### src/rtl/ex_stage_pkg.sv
// Shared types for the execute stage: decoded-op and result records,
// ALU opcode and divider state enums, branch condition codes.
package ex_stage_pkg;

  localparam int XLEN      = 32;
  localparam int DIV_STEPS = 32;
  localparam int CNT_W     = $clog2(DIV_STEPS);

  // Branch condition codes carried in func3
  localparam logic [2:0] F3_BEQ  = 3'b000;
  localparam logic [2:0] F3_BNE  = 3'b001;
  localparam logic [2:0] F3_BLT  = 3'b100;
  localparam logic [2:0] F3_BGE  = 3'b101;
  localparam logic [2:0] F3_BLTU = 3'b110;
  localparam logic [2:0] F3_BGEU = 3'b111;

  typedef enum logic [4:0] {
    OP_ADD, OP_SUB, OP_SLL, OP_SLT, OP_SLTU, OP_XOR, OP_SRL, OP_SRA, OP_OR, OP_AND,
    OP_MUL, OP_MULH, OP_MULHSU, OP_MULHU,
    OP_DIV, OP_DIVU, OP_REM, OP_REMU
  } alu_op_e;

  typedef enum logic [1:0] {IDLE, RUN, DONE} div_state_e;

  typedef struct packed {
    logic       valid;
    alu_op_e    alu_op;
    logic       use_imm;
    logic       mem_en;
    logic       wb_en;
    logic       branch;
    logic       jal;
    logic       jalr;
    logic [2:0] func3;
  } ctrl_t;

  typedef struct packed {
    logic [4:0]      addr;
    logic [XLEN-1:0] value;
  } rd_t;

  typedef struct packed {
    logic [XLEN-1:0] value;
  } rs_t;

  typedef struct packed {
    ctrl_t           ctrl;
    logic [XLEN-1:0] pc;
    logic [XLEN-1:0] rs1;
    logic [XLEN-1:0] rs2;
    logic [XLEN-1:0] imm;
    logic [4:0]      rd_addr;
  } id_ex_t;

  typedef struct packed {
    ctrl_t ctrl;
    rd_t   rd;
    rs_t   rs;
  } ex_mem_t;

  function automatic logic is_div_op(alu_op_e op);
    return op inside {OP_DIV, OP_DIVU, OP_REM, OP_REMU};
  endfunction

endpackage

### src/rtl/ex_stage_if.sv
// Pipeline-side bundle of the execute stage: decoded op in, result, stall
// and redirect out. master = surrounding pipeline, slave = execute stage.
interface ex_stage_if;
  import ex_stage_pkg::*;

  logic            iStall;
  logic            iFlush;
  id_ex_t          iID;
  ex_mem_t         oME;
  logic            oStall;
  logic            oRedirect;
  logic [XLEN-1:0] oTarget;

  modport master (output iStall, iFlush, iID,
                  input  oME, oStall, oRedirect, oTarget);
  modport slave  (input  iStall, iFlush, iID,
                  output oME, oStall, oRedirect, oTarget);
endinterface

### src/rtl/ex_divider.sv
// Iterative restoring divider: works on operand magnitudes for DIV_STEPS
// cycles, then applies sign fixups and holds the result until released.
module ex_divider
  import ex_stage_pkg::*;
(
  input  logic            iClk,
  input  logic            nRst,
  input  logic            iStart,
  input  logic            iSigned,
  input  logic            iRem,
  input  logic [XLEN-1:0] iA,
  input  logic [XLEN-1:0] iB,
  input  logic            iAbort,
  input  logic            iHold,
  output logic            oBusy,
  output logic            oDone,
  output logic [XLEN-1:0] oResult
);

  div_state_e      state_q, state_d;
  logic [CNT_W-1:0] cnt_q, cnt_d;
  logic [XLEN-1:0] rem_q, rem_d;
  logic [XLEN-1:0] quo_q, quo_d;
  logic [XLEN-1:0] dvsr_q, dvsr_d;
  logic            q_neg_q, q_neg_d;
  logic            r_neg_q, r_neg_d;
  logic            rem_sel_q, rem_sel_d;

  logic            a_neg, b_neg;
  logic [XLEN:0]   r_shift, diff;

  // Next-state: latch magnitudes on start, one restoring step per RUN cycle
  always_comb begin
    // NOTE: every variable gets a default up front so no path leaves it unassigned (no latches).
    state_d   = state_q;
    cnt_d     = cnt_q;
    rem_d     = rem_q;
    quo_d     = quo_q;
    dvsr_d    = dvsr_q;
    q_neg_d   = q_neg_q;
    r_neg_d   = r_neg_q;
    rem_sel_d = rem_sel_q;

    a_neg   = iSigned & iA[XLEN-1];
    b_neg   = iSigned & iB[XLEN-1];
    r_shift = {rem_q, quo_q[XLEN-1]};
    diff    = r_shift - {1'b0, dvsr_q};

    case (state_q)
      IDLE: begin
        if (iStart && !iAbort) begin
          state_d   = RUN;
          cnt_d     = '0;
          rem_d     = '0;
          quo_d     = a_neg ? -iA : iA;
          dvsr_d    = b_neg ? -iB : iB;
          // Divide by zero keeps the all-ones quotient the magnitude loop produces
          q_neg_d   = (a_neg ^ b_neg) && (iB != '0);
          r_neg_d   = a_neg;
          rem_sel_d = iRem;
        end
      end
      RUN: begin
        if (iAbort) begin
          state_d = IDLE;
          cnt_d   = '0;
        end else begin
          if (!diff[XLEN]) rem_d = diff[XLEN-1:0];
          else             rem_d = r_shift[XLEN-1:0];
          quo_d = {quo_q[XLEN-2:0], ~diff[XLEN]};
          cnt_d = cnt_q + 1'b1;
          if (cnt_q == CNT_W'(DIV_STEPS - 1)) state_d = DONE;
        end
      end
      DONE: begin
        cnt_d = '0;
        if (iAbort || !iHold) state_d = IDLE;
      end
      default: begin
        state_d = IDLE;
        cnt_d   = '0;
      end
    endcase
  end

  // Divider state registers
  always_ff @(posedge iClk or negedge nRst) begin
    if (!nRst) begin
      state_q   <= IDLE;
      cnt_q     <= '0;
      rem_q     <= '0;
      quo_q     <= '0;
      dvsr_q    <= '0;
      q_neg_q   <= 1'b0;
      r_neg_q   <= 1'b0;
      rem_sel_q <= 1'b0;
    end else begin
      // NOTE: non-blocking assignments so every flop samples pre-edge values.
      state_q   <= state_d;
      cnt_q     <= cnt_d;
      rem_q     <= rem_d;
      quo_q     <= quo_d;
      dvsr_q    <= dvsr_d;
      q_neg_q   <= q_neg_d;
      r_neg_q   <= r_neg_d;
      rem_sel_q <= rem_sel_d;
    end
  end

  assign oBusy   = (state_q == RUN) || (state_q == DONE);
  assign oDone   = (state_q == DONE);
  assign oResult = rem_sel_q ? (r_neg_q ? -rem_q : rem_q)
                             : (q_neg_q ? -quo_q : quo_q);

endmodule

### src/rtl/ex_stage.sv
// Execute stage: single-cycle ALU, multiplier and branch resolution, plus an
// iterative divider that stalls the front end while it runs.
module ex_stage
  import ex_stage_pkg::*;
(
  input  logic       iClk,
  input  logic       nRst,
  ex_stage_if.slave  bus
);

  id_ex_t          id;
  logic [XLEN-1:0] op_b;
  logic [XLEN-1:0] alu_res;
  logic [XLEN-1:0] mul_res;
  logic [2*XLEN-1:0] mul_a, mul_b, mul_prod;
  logic            mul_a_signed, mul_b_signed;
  logic            br_taken, take;
  logic [XLEN-1:0] tgt_raw, tgt;
  logic [XLEN-1:0] ex_value;
  logic            is_div, div_start, div_busy, div_done;
  logic [XLEN-1:0] div_result;

  ex_mem_t         me_q, me_d;
  ex_mem_t         pend_q, pend_d;
  logic            redirect_q, redirect_d;
  logic [XLEN-1:0] target_q, target_d;

  assign id = bus.iID;

  // Multiplier: sign-extend to 2*XLEN so one unsigned product serves all four ops
  always_comb begin
    mul_a_signed = id.ctrl.alu_op inside {OP_MULH, OP_MULHSU};
    mul_b_signed = (id.ctrl.alu_op == OP_MULH);
    mul_a    = {{XLEN{mul_a_signed & id.rs1[XLEN-1]}}, id.rs1};
    mul_b    = {{XLEN{mul_b_signed & id.rs2[XLEN-1]}}, id.rs2};
    mul_prod = mul_a * mul_b;
    mul_res  = (id.ctrl.alu_op == OP_MUL) ? mul_prod[XLEN-1:0] : mul_prod[2*XLEN-1:XLEN];
  end

  // Integer ALU with rs2/imm operand select
  always_comb begin
    op_b    = id.ctrl.use_imm ? id.imm : id.rs2;
    alu_res = mul_res;
    case (id.ctrl.alu_op)
      OP_ADD:  alu_res = id.rs1 + op_b;
      OP_SUB:  alu_res = id.rs1 - op_b;
      OP_SLL:  alu_res = id.rs1 << op_b[4:0];
      OP_SLT:  alu_res = {{(XLEN-1){1'b0}}, $signed(id.rs1) < $signed(op_b)};
      OP_SLTU: alu_res = {{(XLEN-1){1'b0}}, id.rs1 < op_b};
      OP_XOR:  alu_res = id.rs1 ^ op_b;
      OP_SRL:  alu_res = id.rs1 >> op_b[4:0];
      OP_SRA:  alu_res = $signed(id.rs1) >>> op_b[4:0];
      OP_OR:   alu_res = id.rs1 | op_b;
      OP_AND:  alu_res = id.rs1 & op_b;
      default: alu_res = mul_res;
    endcase
  end

  // Branch/jump resolution and the value written back
  always_comb begin
    case (id.ctrl.func3)
      F3_BEQ:  br_taken = (id.rs1 == id.rs2);
      F3_BNE:  br_taken = (id.rs1 != id.rs2);
      F3_BLT:  br_taken = ($signed(id.rs1) <  $signed(id.rs2));
      F3_BGE:  br_taken = ($signed(id.rs1) >= $signed(id.rs2));
      F3_BLTU: br_taken = (id.rs1 <  id.rs2);
      F3_BGEU: br_taken = (id.rs1 >= id.rs2);
      default: br_taken = 1'b0;
    endcase
    take    = id.ctrl.valid && (id.ctrl.jal || id.ctrl.jalr || (id.ctrl.branch && br_taken));
    tgt_raw = id.ctrl.jalr ? (id.rs1 + id.imm) : (id.pc + id.imm);
    tgt     = tgt_raw & ~XLEN'(1);

    ex_value = alu_res;
    if (id.ctrl.mem_en)               ex_value = id.rs1 + id.imm;
    if (id.ctrl.jal || id.ctrl.jalr)  ex_value = id.pc + XLEN'(4);
  end

  assign is_div    = id.ctrl.valid && is_div_op(id.ctrl.alu_op);
  assign div_start = is_div && !bus.iStall && !bus.iFlush && !div_busy;

  ex_divider u_div (
    .iClk    (iClk),
    .nRst    (nRst),
    .iStart  (div_start),
    .iSigned (id.ctrl.alu_op inside {OP_DIV, OP_REM}),
    .iRem    (id.ctrl.alu_op inside {OP_REM, OP_REMU}),
    .iA      (id.rs1),
    .iB      (id.rs2),
    .iAbort  (bus.iFlush),
    .iHold   (bus.iStall),
    .oBusy   (div_busy),
    .oDone   (div_done),
    .oResult (div_result)
  );

  // Output register update: flush first, then stall, then whatever the divider permits
  always_comb begin
    me_d       = me_q;
    pend_d     = pend_q;
    redirect_d = redirect_q;
    target_d   = target_q;
    if (bus.iFlush) begin
      me_d       = '0;
      redirect_d = 1'b0;
    end else if (!bus.iStall) begin
      if (div_done) begin
        me_d          = pend_q;
        me_d.rd.value = div_result;
        redirect_d    = 1'b0;
      end else if (!div_busy) begin
        if (is_div) begin
          // Bubble goes out now; the op's identity waits in pend_q for the result
          me_d              = '0;
          redirect_d        = 1'b0;
          pend_d.ctrl       = id.ctrl;
          pend_d.rd.addr    = id.rd_addr;
          pend_d.rd.value   = '0;
          pend_d.rs.value   = id.rs2;
        end else begin
          me_d.ctrl     = id.ctrl;
          me_d.rd.addr  = id.rd_addr;
          me_d.rd.value = ex_value;
          me_d.rs.value = id.rs2;
          redirect_d    = take;
          target_d      = tgt;
        end
      end
    end
  end

  // Output and pending-op registers
  always_ff @(posedge iClk or negedge nRst) begin
    if (!nRst) begin
      me_q       <= '0;
      pend_q     <= '0;
      redirect_q <= 1'b0;
      target_q   <= '0;
    end else begin
      me_q       <= me_d;
      pend_q     <= pend_d;
      redirect_q <= redirect_d;
      target_q   <= target_d;
    end
  end

  assign bus.oME       = me_q;
  assign bus.oRedirect = redirect_q;
  assign bus.oTarget   = target_q;
  assign bus.oStall    = div_busy;

endmodule

### src/flat_wrapper.sv
// flat-port wrapper written by rule: the top's interface ports become plain ports
module ex_stage_flat import ex_stage_pkg::*;
  (iClk, nRst, bus_iStall, bus_iFlush, bus_iID, bus_oME, bus_oStall, bus_oRedirect, bus_oTarget);
  ex_stage_if bus_i ();
  input  logic iClk;
  input  logic nRst;
  input wire logic [$bits(bus_i.iStall)-1:0] bus_iStall;
  input wire logic [$bits(bus_i.iFlush)-1:0] bus_iFlush;
  input wire logic [$bits(bus_i.iID)-1:0] bus_iID;
  output wire logic [$bits(bus_i.oME)-1:0] bus_oME;
  output wire logic [$bits(bus_i.oStall)-1:0] bus_oStall;
  output wire logic [$bits(bus_i.oRedirect)-1:0] bus_oRedirect;
  output wire logic [$bits(bus_i.oTarget)-1:0] bus_oTarget;
  assign bus_i.iStall = bus_iStall;
  assign bus_i.iFlush = bus_iFlush;
  assign bus_i.iID = bus_iID;
  assign bus_oME = bus_i.oME;
  assign bus_oStall = bus_i.oStall;
  assign bus_oRedirect = bus_i.oRedirect;
  assign bus_oTarget = bus_i.oTarget;
  ex_stage u_core (.iClk(iClk), .nRst(nRst), .bus(bus_i));
endmodule
### config.mk
export PLATFORM = sky130hd
export DESIGN_NAME = ex_stage_flat
export DESIGN_NICKNAME = d
export VERILOG_FILES = /design/src/rtl/ex_stage_pkg.sv /design/src/rtl/ex_stage_if.sv /design/src/rtl/ex_divider.sv /design/src/rtl/ex_stage.sv /design/src/flat_wrapper.sv
export SDC_FILE = /design/constraint.sdc
export NUM_CORES = 2
export LEC_CHECK = 0
export ABC_AREA = 1
export CORE_MARGIN = 1.5
export CORE_UTILIZATION = 35
export CTS_CLUSTER_DIAMETER = 50
export DETAILED_ROUTE_END_ITERATION = 7
export MAX_ROUTING_LAYER = met4
export PLACE_DENSITY_LB_ADDON = 0.05
export SETUP_SLACK_MARGIN = 0.2
export SLEW_MARGIN = 25
export SYNTH_ARGS = -nofsm -noshare
export SYNTH_HDL_FRONTEND = slang
export SYNTH_SLANG_ARGS = --single-unit
### constraint.sdc
create_clock -name iClk -period 5.05 [get_ports iClk]
set_clock_uncertainty 0.2 [all_clocks]
set_input_delay 0.7575 -clock iClk [delete_from_list [all_inputs] [get_ports iClk]]
set_output_delay 0.7575 -clock iClk [all_outputs]
set_load 0.03 [all_outputs]
# --- After elaboration in Yosys (flattened, before gate mapping) ---
# Cells that the tools add are included.
op_classes:
  bitwise: 14
  addsub: 11
  shifts: 3
  multipliers: 1
  n_reduce_logical: 30
  muxes: 37
  n_lt_le_gt_ge: 6
  eq_ne: 32
ops:
  columns: ["cell", "n"]
  rows:
  - ["$mux 32", 15]
  - ["$mux 84", 5]
  - ["$pmux 32 s10", 1]
  - ["$lt 32x32->1", 4]
  - ["$neg 32->32", 4]
  - ["$pmux 32 s2", 2]
  - ["$add 32x32->32", 3]
  - ["$ge 32x32->1", 2]
  - ["$mul 33x33->64", 1]
  - ["$eq 5x4->1 const B", 7]
  - ["$sub 33x32->33", 1]
  - ["$add 32x3->32 const B", 1]
  - ["$and 32x32->32", 1]
  - ["$eq 32x32->1", 1]
  - ["$ne 32x32->1", 1]
  - ["$or 32x32->32", 1]
  - ["$reduce_bool 32->1", 1]
  - ["$shl 32x5->32", 1]
  - ["$shr 32x5->32", 1]
  - ["$sshr 32x5->32", 1]
  - ["$sub 32x32->32", 1]
  - ["$xor 32x32->32", 1]
  - ["$eq 5x3->1 const B", 4]
  - ["$eq 5x5->1 const B", 3]
  - ["other kinds (30)", 71]
totals:
  ff_bits: 274
  output_inout_bits: 118
  in_bits: 152
  wordCells: 167

# --- Longest topological paths before layout ---
depth:
  ltp_word: 13
  ltp_mapped: 45
  mapped_depth_nobuf: 44

# --- Hierarchy ---
# From an unflattened synthesis, not the netlist that was laid out.
unflattened:
  hier_cells: 10853
  area_unflattened_um2: 74483.9
by_module_without_submodules:
  columns: ["module", "area_per_inst_um2", "seq_area_each_um2", "instances", "cells_each"]
  rows:
  - ["ex_stage", 63168.1, 4204.0, 1, 8917]
  - ["ex_divider", 11315.9, 2652.5, 1, 1936]

# --- Worst setup path before layout ---
# No wires, ideal clock.
synth_timing:
  path_kind: "input port to flip-flop"
  startpoint: "input bus_iID[146]"
  endpoint: "register u_core.me_q (netlist bit u_core.bus.oME[55])"
  path_buffers: 2
  arrival_ps: 8580
  path_stages: 39
  setup_slack_ps: -3846
  t_required_ps: 4733
  setup_time_ps: 117
  cell_sequence: "buf_2 -> nor2_2 -> nand2_1 -> nand2_1 -> nand2_1 -> clkbuf_1 -> nor2_1 -> fa_1 -> inv_1 -> fa_1 -> inv_1 -> fa_1 -> inv_1 -> fa_1 -> inv_1 -> fa_1 -> fa_1 -> fa_1 -> [3 not listed] -> ha_1 -> nand2_1 -> nand2_1 -> a31oi_1 -> nand2_1 -> or2_2 -> a21oi_1 -> nand2_1 -> nand2_1 -> nand3_1 -> nand2_1 -> nand2_1 -> nand3_1 -> nand2_1 -> nand2_1 -> nand2_1 -> nand2_1 -> nand2_1"
synth_via:
  elab_chain_len: 13
  elab_cells_between_ends: 32
  classes_between: "1 x mul; 16 x eq/ne; 9 x mux; 2 x bitwise; 4 x reduce/logical"
synth_lines:
  columns: ["item", "line_no", "rtl"]
  rows:
  - ["from (decl)", "flat_wrapper.sv:9", "input wire logic [$bits(bus_i.iID)-1:0] bus_iID;"]
  - ["$eq 5x4->1 (on tied branches)", "ex_stage.sv:32, ex_stage.sv:33", null]
  - ["$reduce_bool 2->1", "ex_stage.sv:32", "mul_a_signed = id.ctrl.alu_op inside {OP_MULH, OP_MULHSU};"]
  - ["$and 1x1->1", "ex_stage.sv:34", "mul_a = {{XLEN{mul_a_signed & id.rs1[XLEN-1]}}, id.rs1};"]
  - ["$mul 33x33->64", "ex_stage.sv:36", "mul_prod = mul_a * mul_b;"]
  - ["$mux 32", "ex_stage.sv:37", "mul_res = (id.ctrl.alu_op == OP_MUL) ? mul_prod[XLEN-1:0] : mul_prod[2*XLEN-1:XLEN];"]
  - ["$pmux 32 s10", "ex_stage.sv:44", "case (id.ctrl.alu_op)"]
  - ["$mux 32", "ex_stage.sv:75", "if (id.ctrl.mem_en) ex_value = id.rs1 + id.imm;"]
  - ["$mux 32", "ex_stage.sv:76", "if (id.ctrl.jal || id.ctrl.jalr) ex_value = id.pc + XLEN'(4);"]
  - ["$mux 84 *", "ex_stage.sv:112", "if (is_div) begin"]
  - ["$mux 84 *", "ex_stage.sv:111", "end else if (!div_busy) begin"]
  - ["$mux 84 *", "ex_stage.sv:107", "if (div_done) begin"]
  - ["$mux 84 *", "ex_stage.sv:106", "end else if (!bus.iStall) begin"]
  - ["$mux 84 *", "ex_stage.sv:103", "if (bus.iFlush) begin"]
  - ["to (signal assigned)", "ex_stage.sv:140", "me_q <= me_d;"]
  - ["to (decl)", "ex_stage.sv:23", "ex_mem_t me_q, me_d;"]
# Mark *: on every way between the ends. The rest lies on a longest branch, timed or not. The select of a mux whose other input is x is not followed.
# A chain may end at the register's enable or synchronous reset.

# --- Worst setup path in the final report ---
layout_timing:
  startpoint: "input bus_iID[143]"
  endpoint: "register u_core.me_q (netlist bit u_core.bus.oME[60])"
# Same word-level chain as after synthesis.

==> flow_metrics.py <==
metrics = {
    "sta": {
        "timing.final.crit_period_ns": 8.263,
        "slew_headroom_pct": 25.43,
        "rsz0062_at_grt": "true",
        "min_period_over_period_pct": 163.6,
        "tightest_slew_ns": 1.114,
        "tns_ns": -98.50,
        "setup_viol": 32,
        "whs_ns": 0.02507,
        "fmaxAchievable_mhz": 121.0,
        "fin_ws_ns": -3.213,
        "maxSlewViolCount": 0,
        "hold_violations": 0,
    },
    "synth": {
        "synth.distinct_cells": 70,
        "syn_nets": 12370,
        "synth_edf_count": 0,
        "ys_dominant_reg_cell": "dfrtp_1",
        "synth_mux_area_share_pct": 0.05462,
        "synth_area_per_cell_sq_um": 6.911,
        "ys_async_sr_fraction_pct": 100.0,
        "synthAdderAreaFrac_pct": 39.01,
        "ys_seq_elements": 274,
        "syn_inst": 10610,
        "synth_simple_gate_area_share_pct": 23.68,
        "synth_top_family_by_area": "adder cells",
        "ys_seq_area_share_pct": 9.354,
        "yosys_warnings": 0,
        "synth_area_sq_mm": 0.07330,
        "synth-compound-area-share_pct": 11.81,
        "synth_xor_xnor_area_share_pct": 1.577,
    },
    "final_layout": {
        "drive_gt1_share_pct": 16.55,
        "design_area_sq_mm": 0.09156,
        "area_delta_synth_final_pct": 24.91,
        "final_common_cell": "nand2_1",
        "final_nets": 13490,
        "fin_cells": 14590,
        "final_cell_mix": "nand2_1, inv_1, buf_4",
    },
    "die": {
        "top_level_ports": 270,
        "row_count": 167,
        "die_x_microns": 460.6,
        "start_util_pct": 35.29,
        "core_sq_mm": 0.2077,
        "die_h_microns": 460.6,
        "die_area_sq_mm": 0.2122,
    },
    "setup_path": {
        "critPathTopFamily": "adder cells",
        "cpPeakStageDelay_ns": 0.62,
        "critical_path_required_ns": 5.34,
        "slowest_stage": "fa_2",
        "crit_type": "in -> reg",
        "critPathMaxFanout": 5,
        "crit_path_frequent_cell": "nand2_1",
        "crit_path_end_kind": "register",
        "critPathArrivalTime_ns": 8.55,
        "cp-start-kind": "input port",
        "path_buf_inv": 15,
    },
    "outcome": {
        "status": "finished with violations",
        "violations": "negative setup slack",
    },
    "detailed_routing": {
        "wl_mm": 398.4,
        "num_vias": 76750,
        "drt-initial-drc-count": 8150,
        "vias_per_cell": 5.262,
        "wire_per_inst_microns": 27.32,
        "drc": 0,
        "antenna_left": 0,
        "first_pass_iters": 6,
    },
    "global_route": {
        "grt_start_max_net_pins": 102,
        "grt_first_pass_wirelength_mm": 566.0,
        "grt_pass1_vias": 76210,
        "grtUsageTotal_pct": 38.38,
        "grt-ovfl-total": 0,
        "antenna_found_initial": 54,
    },
    "cts": {
        "clock-root-buffer": "clkbuf_16",
        "cts_buffers": 35,
        "cts_tree": "built",
        "path_clk_slew_ns": 0.06,
        "htree_levels": 2,
        "insertion_delay_ns": 0.60,
        "cts_hold_buf": 0,
        "clock-sinks": 274,
        "cts_buffer_depth": 3,
    },
    "place": {
        "dp_cells": 14440,
        "dpl_cell_area_sq_mm": 0.08853,
        "io_buffers": 268,
        "dpl.hpwl_mm": 341.0,
        "gp_congestion": 1.054,
    },
    "flow_run": {
        "cap_violations": 0,
    },
    "hold_path": {
        "hold_class": "in -> async",
    },
}
cell type report:
cell class | instances | area [sq um]
inverters | 2277 | 8583
clock inverters | 20 | 279.0
diodes | 44 | 110.1
multi-input cells | 7554 | 57510
fillers | 21880 | 116100
flip-flops and latches | 274 | 6857
repair buffers | 1589 | 13820
well taps | 2788 | 3488
clock buffers | 40 | 914.6
metrics by stage:
step	setup slack (ns)	util [%]
final	-3.213	44.08
after global routing	-3.536	44.07
after CTS	-3.321	43.75
after detailed placement	-4.686	42.63
after global placement	-4.661	42.63
after floorplan	-3.192	-
cell families after synthesis:
kind of cell	after synthesis
simple gates	4236
buf+inv	2778
fa+ha+maj	1607
compound gates	1574
flops	274
xor+xnor	132
mux	4
other cells	1
synth_stat cells (all sizes together) (25+ instances only):
cell type	n	area, sq um
a21o	25	187.7
a21oi	551	2776
a31oi	28	175.2
buf	195	934.7
clkbuf	306	1151
dfrtp	274	6857
fa	1130	22620
ha	477	5968
inv	2269	8522
nand2	2868	10820
nand3	523	2648
nand4	81	506.7
nor2	556	2137
nor3	108	606.8
nor4	25	156.4
o211ai	58	435.4
o21ai	748	3826
o21bai	44	330.3
or2	55	344.1
xnor2	35	306.5
xor2	97	849.6
path summary, 6_finish.rpt:
check                      cells after the start  slack (ns)                endpoint               startpoint
max in group asynchronous                      2        3.49       u_core.pend_q[79]                     nRst
hold reg to reg                                2        0.28       u_core.pend_q[73]        u_core.pend_q[73]
setup reg to reg                               9        1.07      u_core.bus.oME[11]  u_core.u_div.state_q[0]
min in group iClk                              2        0.28       u_core.pend_q[73]        u_core.pend_q[73]
setup / recovery                              43       -3.21      u_core.bus.oME[60]             bus_iID[143]
hold / removal                                 1        0.03  u_core.u_div.dvsr_q[7]                     nRst
what timing repair did:
| item | 4_1_cts | 5_1_grt |
|---|---|---|
| resized for setup | 281 | 137 |
| setup endpoints to repair | 32 | 32 |
| pin swaps | 76 | 77 |
| setup buffers | 28 | 13 |
per-layer routing:
metal  GRT usage, %  up-vias  part of all wire (%)
met5              -        -                     0
met2          55.84     3259                    43
met4          13.53        0                   4.0
met1          53.11    38320                    45
met3          7.040      503                   8.3
li1               -    34660                     -
flip-flops by register name, summed over array words and instances, names as in the netlist, 2 cells and up:
signal and count:
u_core.pend_q 52, u_core.bus.oME 84, u_core.u_div.rem_q 32, u_core.u_div.dvsr_q 32, u_core.u_div.quo_q 32, u_core.u_div.cnt_q 5, u_core.u_div.state_q 2, u_core.bus.oTarget 31
Power is not shown: default switching activity piles up to over one toggle a cycle in this logic, so the estimate is an artifact.
